[src/rtl/custom_sync_fifo_ctrl_if.sv]
// Request/status bundle between a FIFO user (master) and the FIFO pointer/flag controller (slave).
interface custom_sync_fifo_ctrl_if #(
    parameter int ADDRSIZE = 4
);
    logic                wen;
    logic                ren;
    logic                clr_err;
    logic [ADDRSIZE:0]   af_thresh;
    logic [ADDRSIZE:0]   ae_thresh;
    logic [ADDRSIZE-1:0] wr_addr;
    logic [ADDRSIZE-1:0] rd_addr;
    logic [ADDRSIZE:0]   wptr_g;
    logic [ADDRSIZE:0]   rptr_g;
    logic [ADDRSIZE:0]   count;
    logic                fifo_full;
    logic                fifo_empty;
    logic                fifo_almost_full;
    logic                fifo_almost_empty;
    logic                overflow;
    logic                underflow;

    modport master (
        output wen, ren, clr_err, af_thresh, ae_thresh,
        input  wr_addr, rd_addr, wptr_g, rptr_g, count,
               fifo_full, fifo_empty, fifo_almost_full, fifo_almost_empty,
               overflow, underflow
    );

    modport slave (
        input  wen, ren, clr_err, af_thresh, ae_thresh,
        output wr_addr, rd_addr, wptr_g, rptr_g, count,
               fifo_full, fifo_empty, fifo_almost_full, fifo_almost_empty,
               overflow, underflow
    );
endinterface

[src/rtl/custom_sync_fifo_ctrl.sv]
// Synchronous FIFO controller: binary/Gray pointers, occupancy count, status flags
// and sticky overflow/underflow errors, all registered on clk_i.
module custom_sync_fifo_ctrl #(
    parameter int ADDRSIZE = 4
) (
    input  logic                    clk_i,
    input  logic                    rst_n_i,
    custom_sync_fifo_ctrl_if.slave  fifo_if
);
    localparam logic [ADDRSIZE:0] PTR_ONE = {{ADDRSIZE{1'b0}}, 1'b1};

    logic [ADDRSIZE:0] wbin_q, wbin_d;
    logic [ADDRSIZE:0] rbin_q, rbin_d;
    logic [ADDRSIZE:0] wptr_g_q, wptr_g_d;
    logic [ADDRSIZE:0] rptr_g_q, rptr_g_d;
    logic [ADDRSIZE:0] count_q, count_d;
    logic              full_q, full_d;
    logic              empty_q, empty_d;
    logic              afull_q, afull_d;
    logic              aempty_q, aempty_d;
    logic              ovf_q, ovf_d;
    logic              unf_q, unf_d;
    logic              wacc;
    logic              racc;

    // Accepts are qualified only by registered flags, so no input reaches an output combinationally.
    always_comb begin
        wacc     = fifo_if.wen & ~full_q;
        racc     = fifo_if.ren & ~empty_q;
        wbin_d   = wacc ? wbin_q + PTR_ONE : wbin_q;
        rbin_d   = racc ? rbin_q + PTR_ONE : rbin_q;
        wptr_g_d = wbin_d ^ (wbin_d >> 1);
        rptr_g_d = rbin_d ^ (rbin_d >> 1);
        count_d  = wbin_d - rbin_d;
        full_d   = (wbin_d[ADDRSIZE] != rbin_d[ADDRSIZE]) &&
                   (wbin_d[ADDRSIZE-1:0] == rbin_d[ADDRSIZE-1:0]);
        empty_d  = (wbin_d == rbin_d);
        afull_d  = (count_d >= fifo_if.af_thresh);
        aempty_d = (count_d <= fifo_if.ae_thresh);
        ovf_d    = (fifo_if.wen & full_q)  | (ovf_q & ~fifo_if.clr_err);
        unf_d    = (fifo_if.ren & empty_q) | (unf_q & ~fifo_if.clr_err);
    end

    always_ff @(posedge clk_i) begin
        if (!rst_n_i) begin
            wbin_q   <= '0;
            rbin_q   <= '0;
            wptr_g_q <= '0;
            rptr_g_q <= '0;
            count_q  <= '0;
            full_q   <= 1'b0;
            empty_q  <= 1'b1;
            afull_q  <= 1'b0;
            aempty_q <= 1'b1;
            ovf_q    <= 1'b0;
            unf_q    <= 1'b0;
        end else begin
            wbin_q   <= wbin_d;
            rbin_q   <= rbin_d;
            wptr_g_q <= wptr_g_d;
            rptr_g_q <= rptr_g_d;
            count_q  <= count_d;
            full_q   <= full_d;
            empty_q  <= empty_d;
            afull_q  <= afull_d;
            aempty_q <= aempty_d;
            ovf_q    <= ovf_d;
            unf_q    <= unf_d;
        end
    end

    assign fifo_if.wr_addr           = wbin_q[ADDRSIZE-1:0];
    assign fifo_if.rd_addr           = rbin_q[ADDRSIZE-1:0];
    assign fifo_if.wptr_g            = wptr_g_q;
    assign fifo_if.rptr_g            = rptr_g_q;
    assign fifo_if.count             = count_q;
    assign fifo_if.fifo_full         = full_q;
    assign fifo_if.fifo_empty        = empty_q;
    assign fifo_if.fifo_almost_full  = afull_q;
    assign fifo_if.fifo_almost_empty = aempty_q;
    assign fifo_if.overflow          = ovf_q;
    assign fifo_if.underflow         = unf_q;
endmodule

[src/flat_wrapper.sv]
// flat-port wrapper written by rule: the top's interface ports become plain ports
module custom_sync_fifo_ctrl_flat 
#(
    parameter int ADDRSIZE = 4
)
  (clk_i, rst_n_i, fifo_if_wen, fifo_if_ren, fifo_if_clr_err, fifo_if_af_thresh, fifo_if_ae_thresh, fifo_if_wr_addr, fifo_if_rd_addr, fifo_if_wptr_g, fifo_if_rptr_g, fifo_if_count, fifo_if_fifo_full, fifo_if_fifo_empty, fifo_if_fifo_almost_full, fifo_if_fifo_almost_empty, fifo_if_overflow, fifo_if_underflow);
  custom_sync_fifo_ctrl_if #(.ADDRSIZE(ADDRSIZE)) fifo_if_i ();
  input  logic clk_i;
  input  logic rst_n_i;
  input wire logic [$bits(fifo_if_i.wen)-1:0] fifo_if_wen;
  input wire logic [$bits(fifo_if_i.ren)-1:0] fifo_if_ren;
  input wire logic [$bits(fifo_if_i.clr_err)-1:0] fifo_if_clr_err;
  input wire logic [$bits(fifo_if_i.af_thresh)-1:0] fifo_if_af_thresh;
  input wire logic [$bits(fifo_if_i.ae_thresh)-1:0] fifo_if_ae_thresh;
  output wire logic [$bits(fifo_if_i.wr_addr)-1:0] fifo_if_wr_addr;
  output wire logic [$bits(fifo_if_i.rd_addr)-1:0] fifo_if_rd_addr;
  output wire logic [$bits(fifo_if_i.wptr_g)-1:0] fifo_if_wptr_g;
  output wire logic [$bits(fifo_if_i.rptr_g)-1:0] fifo_if_rptr_g;
  output wire logic [$bits(fifo_if_i.count)-1:0] fifo_if_count;
  output wire logic [$bits(fifo_if_i.fifo_full)-1:0] fifo_if_fifo_full;
  output wire logic [$bits(fifo_if_i.fifo_empty)-1:0] fifo_if_fifo_empty;
  output wire logic [$bits(fifo_if_i.fifo_almost_full)-1:0] fifo_if_fifo_almost_full;
  output wire logic [$bits(fifo_if_i.fifo_almost_empty)-1:0] fifo_if_fifo_almost_empty;
  output wire logic [$bits(fifo_if_i.overflow)-1:0] fifo_if_overflow;
  output wire logic [$bits(fifo_if_i.underflow)-1:0] fifo_if_underflow;
  assign fifo_if_i.wen = fifo_if_wen;
  assign fifo_if_i.ren = fifo_if_ren;
  assign fifo_if_i.clr_err = fifo_if_clr_err;
  assign fifo_if_i.af_thresh = fifo_if_af_thresh;
  assign fifo_if_i.ae_thresh = fifo_if_ae_thresh;
  assign fifo_if_wr_addr = fifo_if_i.wr_addr;
  assign fifo_if_rd_addr = fifo_if_i.rd_addr;
  assign fifo_if_wptr_g = fifo_if_i.wptr_g;
  assign fifo_if_rptr_g = fifo_if_i.rptr_g;
  assign fifo_if_count = fifo_if_i.count;
  assign fifo_if_fifo_full = fifo_if_i.fifo_full;
  assign fifo_if_fifo_empty = fifo_if_i.fifo_empty;
  assign fifo_if_fifo_almost_full = fifo_if_i.fifo_almost_full;
  assign fifo_if_fifo_almost_empty = fifo_if_i.fifo_almost_empty;
  assign fifo_if_overflow = fifo_if_i.overflow;
  assign fifo_if_underflow = fifo_if_i.underflow;
  custom_sync_fifo_ctrl #(.ADDRSIZE(ADDRSIZE)) u_core (.clk_i(clk_i), .rst_n_i(rst_n_i), .fifo_if(fifo_if_i));
endmodule
[config.mk]
export PLATFORM = sky130hd
export DESIGN_NAME = custom_sync_fifo_ctrl_flat
export DESIGN_NICKNAME = d
export VERILOG_FILES = /design/src/rtl/custom_sync_fifo_ctrl_if.sv /design/src/rtl/custom_sync_fifo_ctrl.sv /design/src/flat_wrapper.sv
export SDC_FILE = /design/constraint.sdc
export NUM_CORES = 1
export LEC_CHECK = 0
export ABC_CLOCK_PERIOD_IN_PS = 8050
export CAP_MARGIN = 20
export CORE_MARGIN = 2
export CORE_UTILIZATION = 35
export CTS_CLUSTER_DIAMETER = 40
export DETAILED_ROUTE_END_ITERATION = 10
export SYNTH_ARGS = -nofsm -noshare
export SYNTH_HDL_FRONTEND = slang
export SYNTH_SLANG_ARGS = --single-unit
[constraint.sdc]
create_clock -name clk_i -period 8.05 [get_ports clk_i]
set_input_delay 0.805 -clock clk_i [delete_from_list [all_inputs] [get_ports clk_i]]
set_output_delay 0.805 -clock clk_i [all_outputs]
set_load 0.005 [all_outputs]
After elaboration in Yosys (flattened, before gate mapping). Index checks and enable logic that the tools add are counted.

Bits in registers: 31. Output and inout port bits: 29.

Add/sub/neg operators: 3. Eq/ne operators: 3. Order comparisons: 2. Mux-type cells: 2. Reductions and logical operators: 1. Bitwise logic cells: 13.

Operator list (count): adder 5 x 1 -> 5 bit, second input constant (2); 2-to-1 mux 5 bit (2); bitwise XOR 5 x 4 -> 5 bit (2); AND 1 bit (6); equality test 5 bit (1); greater-or-equal comparator 5 bit (1); <= comparator 5 bit (1); subtractor 5 bit (1); equality test 4 bit (1); NOT 1 bit (3); bitwise OR 1 bit (2); logical AND 1 bit (1); != test 1 bit (1).

Logic depth before layout (Yosys ltp).
Depth in word-level cells: 5. Mapped depth: 13. Mapped depth without buffers: 13.

Worst setup path after synthesis. OpenSTA, ideal clock, no wires.

Path kind: input -> register. Start point: input fifo_if_ren. End point: register u_core.aempty_q, in the netlist u_core.fifo_if.fifo_almost_empty. Data arrival time: 3.191 ns. Cell stages on the path: 10. Slack: 4.719 ns. Path through: and2b_4 mux2i_1 inv_1 fa_1 maj3_2 maj3_2 xor2_1 ha_1 nor2b_1 o221ai_1.

Longest elaborated chain between the ends: 4.

Ends and longest elaborated chain: start: declaration (line flat_wrapper.sv:11) `input wire logic [$bits(fifo_if_i.ren)-1:0] fifo_if_ren;`; AND 1 bit (line custom_sync_fifo_ctrl.sv:29) `racc = fifo_if.ren & ~empty_q;`; 2-to-1 mux 5 bit (line custom_sync_fifo_ctrl.sv:31) `rbin_d = racc ? rbin_q + PTR_ONE : rbin_q;`; via u_core.rbin_d[1] (line custom_sync_fifo_ctrl.sv:13) `logic [ADDRSIZE:0] rbin_q, rbin_d;`; subtractor 5 bit (line custom_sync_fifo_ctrl.sv:34) `count_d = wbin_d - rbin_d;`; via u_core.count_d[4] (line custom_sync_fifo_ctrl.sv:16) `logic [ADDRSIZE:0] count_q, count_d;`; <= comparator 5 bit (line custom_sync_fifo_ctrl.sv:39) `aempty_d = (count_d <= fifo_if.ae_thresh);`; end signal: assignment (line custom_sync_fifo_ctrl.sv:66) `aempty_q <= aempty_d;`; end: declaration (line custom_sync_fifo_ctrl.sv:20) `logic aempty_q, aempty_d;`.

The timed path passes the listed nets, and every way through them passes these cells. A chain may end at the register's enable or synchronous reset.

Worst setup path after layout. Ends and elaborated chain as after synthesis.

==> results.sh <==
export IMPL_status="finished, final reports clean"
export IMPL_fin_crit_ps=3980
export IMPL_clockBufferDepth=2
export IMPL_ys_seq_area_frac=0.380
export IMPL_endpoint_kind="flop"
export IMPL_cts_buffers=5
export IMPL_layout_nets=222
export IMPL_final_hold_viol_count=0
export IMPL_area_growth_syn_to_layout_pct=39.3
export IMPL_path_max_fanout=5
export IMPL_syn_area_mm2=0.00153
export IMPL_synth_area_leaders="dfxtp_1 38%, ha_1 11%, nor2b_1 6.1%"
export IMPL_cts_setup_buffers=0
export IMPL_grt_pass1_vias=1151
export IMPL_synth_cells=145
export IMPL_vdd_ir_drop_max_mv=0.101
export IMPL_maxCapViolCount=0
export IMPL_skew_ps=6.52
export IMPL_drt_pass1_iter_count=3
export IMPL_cts_resized_gates=0
export IMPL_synth_cell_types=31
export IMPL_synth_top_area_share=0.380
export IMPL_holdBufCountCts=0
export IMPL_die_h_um=70.0
export IMPL_place_detailed_hpwl_um=2360
export IMPL_fill_cells=407
export IMPL_track_usage=0.136
export IMPL_fp_dieW_um=70.0
export IMPL_synth_commonest_cells="29 x dfxtp_1, 15 x nor2b_1, 14 x ha_1, 14 x inv_1, 11 x and2_1"
export IMPL_antenna_left=0
export IMPL_fin_crit_sh=0.494
export IMPL_p_leak_nw=0.940
export IMPL_gr_total_overflow=0
export IMPL_wl_um=2990
export IMPL_ys_warn_count=0
export IMPL_vias=1084
export IMPL_antenna_cells=0
export IMPL_synthArstFlopShare=0
export IMPL_slew_headroom=0.496
export IMPL_route_detailed_drc=0
export IMPL_grt_first_pass_wirelength_um=5220
export IMPL_grt_antenna_before_repair=0
export IMPL_avgViaCountPerCell=4.42
export IMPL_grt_setup_unrepaired="no"
export IMPL_start_util=0.358
export IMPL_rows=24
export IMPL_critPathLaunchType="input port"
export IMPL_clock_latency_ps=280
export IMPL_ios=44
export IMPL_multiInputGateArea_um2=882
export IMPL_holdWs_ps=515
export IMPL_post_drt_wl_per_cell_um=12.2
export IMPL_synth_nets=175
export IMPL_p_per_area_mw_per_mm2=216
export IMPL_path_class="in -> reg"
export IMPL_final_layout_size_suffix_gt1_frac=0.119
export IMPL_cts_clk_slew_worst_paths_ps=60
export IMPL_worstMarginPinSlew_ps=754
export IMPL_coreArea_mm2=0.00426
export IMPL_synth_area_leader_cell="dfxtp_1"
export IMPL_fmax_mhz=251
export IMPL_synthFlopType="dfxtp_1"
export IMPL_setup_violations=0
export IMPL_cts_root_buf="clkbuf_8"
export IMPL_cts_sinks=29
export IMPL_tns_ps=0
export IMPL_port_buffers=43
export IMPL_drv_slew=0
export IMPL_synth_most_common_cell="dfxtp_1"
export IMPL_gp_congestion=0.752
export IMPL_grt_max_degree=30
export IMPL_area_sequential_um2=581
export IMPL_cp_required_ps=8250
export IMPL_synth_edf_count=0
export IMPL_synth_seq_cells=29
export IMPL_hp_class="reg -> reg"
export IMPL_htreeDepth=2
export IMPL_die_area_mm2=0.00491
export IMPL_cts_tree="yes"
export IMPL_synth_area_per_cell_um2=10.5
export IMPL_drtIter0Drc=28
export IMPL_arrival_ps=4170
state kept, by name, indices dropped and copies added, names as in the netlist:
signal / flops
u_core.fifo_if.count: 5
u_core.fifo_if.rptr_g: 5
u_core.fifo_if.wptr_g: 5
u_core.rbin_q: 4
u_core.wbin_q: 4
u_core.fifo_if.fifo_almost_empty: 1
u_core.fifo_if.fifo_almost_full: 1
u_core.fifo_if.fifo_empty: 1
u_core.fifo_if.fifo_full: 1
u_core.fifo_if.overflow: 1
u_core.fifo_if.underflow: 1
placed cells by master (no fill, tap or decap), types with 2 or more instances in the layout:
cell type / count
nand4_2: 2
xor2_1: 8
nor2b_1: 15
maj3_2: 2
ha_1: 14
a21o_1: 3
inv_1: 14
and2_1: 11
mux2i_1: 2
nand4_1: 3
nand2_1: 4
clkdlybuf4s50_1: 43
xnor2_2: 2
xnor2_1: 8
clkbuf_8: 6
xor2_2: 5
dfxtp_1: 29
a21oi_1: 3
nand2b_1: 2
and2b_4: 2
a22oi_1: 2
routing by layer:
| layer | track usage | up-vias | part of all wire |
|---|---|---|---|
| met2 | 0.225 | 25 | 0.50 |
| met3 | 0.0375 | 8 | 0.049 |
| li1 | - | 564 | - |
| met5 | 0 | - | 0 |
| met1 | 0.159 | 487 | 0.43 |
| met4 | 0.0705 | 0 | 0.025 |
critical path, stage by stage:
cell             delay, ps
clkdlybuf4s50_1        540
and2b_4                210
mux2i_1                530
inv_1                  130
fa_1                   450
maj3_2                 330
maj3_2                 310
xor2_1                 270
ha_1                   310
nor2b_1                130
o221ai_1               150
final timing paths:
path	from	end	slack [ps]	cells past startpoint
max	fifo_if_ren	u_core.fifo_if.fifo_almost_empty	4070	11
min	u_core.fifo_if.overflow	u_core.fifo_if.overflow	520	2
max reg2reg	u_core.fifo_if.fifo_empty	u_core.fifo_if.fifo_almost_empty	4720	10
min reg2reg	u_core.fifo_if.overflow	u_core.fifo_if.overflow	520	2
cells by family (layout without fill, tap and decap cells):
family	count (synthesis)	count (layout)	share of synthesized area
adders and majority gates	18	18	0.149
AOI/OAI and AO/OA	12	12	0.0516
DFF	29	29	0.380
xor gates and xnor gates	23	23	0.166
buffers and inverters	17	65	0.0418
muxes	2	2	0.0131
and+or+nand+nor	44	44	0.198
area by class of cell:
| cell class | count | area share |
|---|---|---|
| Multi-Input combinational cell | 99 | 0.415 |
| Sequential cell | 29 | 0.273 |
| Timing Repair Buffer | 43 | 0.202 |
| Clock buffer | 7 | 0.0406 |
| Tap cell | 52 | 0.0306 |
| Inverter | 14 | 0.0247 |
| Clock inverter | 1 | 0.0141 |
through the flow:
| step | area [um^2] | setup WS, ps | total power, W | util | std cells |
|---|---|---|---|---|---|
| 4_1_cts | 2130 | 4050 | 0.000466 | 0.499 | 245 |
| 2_1_floorplan | 1530 | 4720 | 0.000252 | - | 145 |
| 5_1_grt | 2130 | 3910 | 0.000487 | 0.499 | 245 |
| 3_5_place_dp | 2010 | 3770 | 0.000310 | 0.472 | 237 |
| 6_report | 2130 | 4070 | 0.000459 | 0.499 | 245 |
| 3_3_place_gp | 2010 | 3790 | 0.000305 | 0.472 | 237 |
report_power, final:
group | internal [W] | switching, W
logic | 0.0000786 | 0.0000589
clock network | 0.000101 | 0.0000539
registers | 0.000159 | 0.00000793
total | 0.000338 | 0.000121
Power figures use the tool's default switching activity.
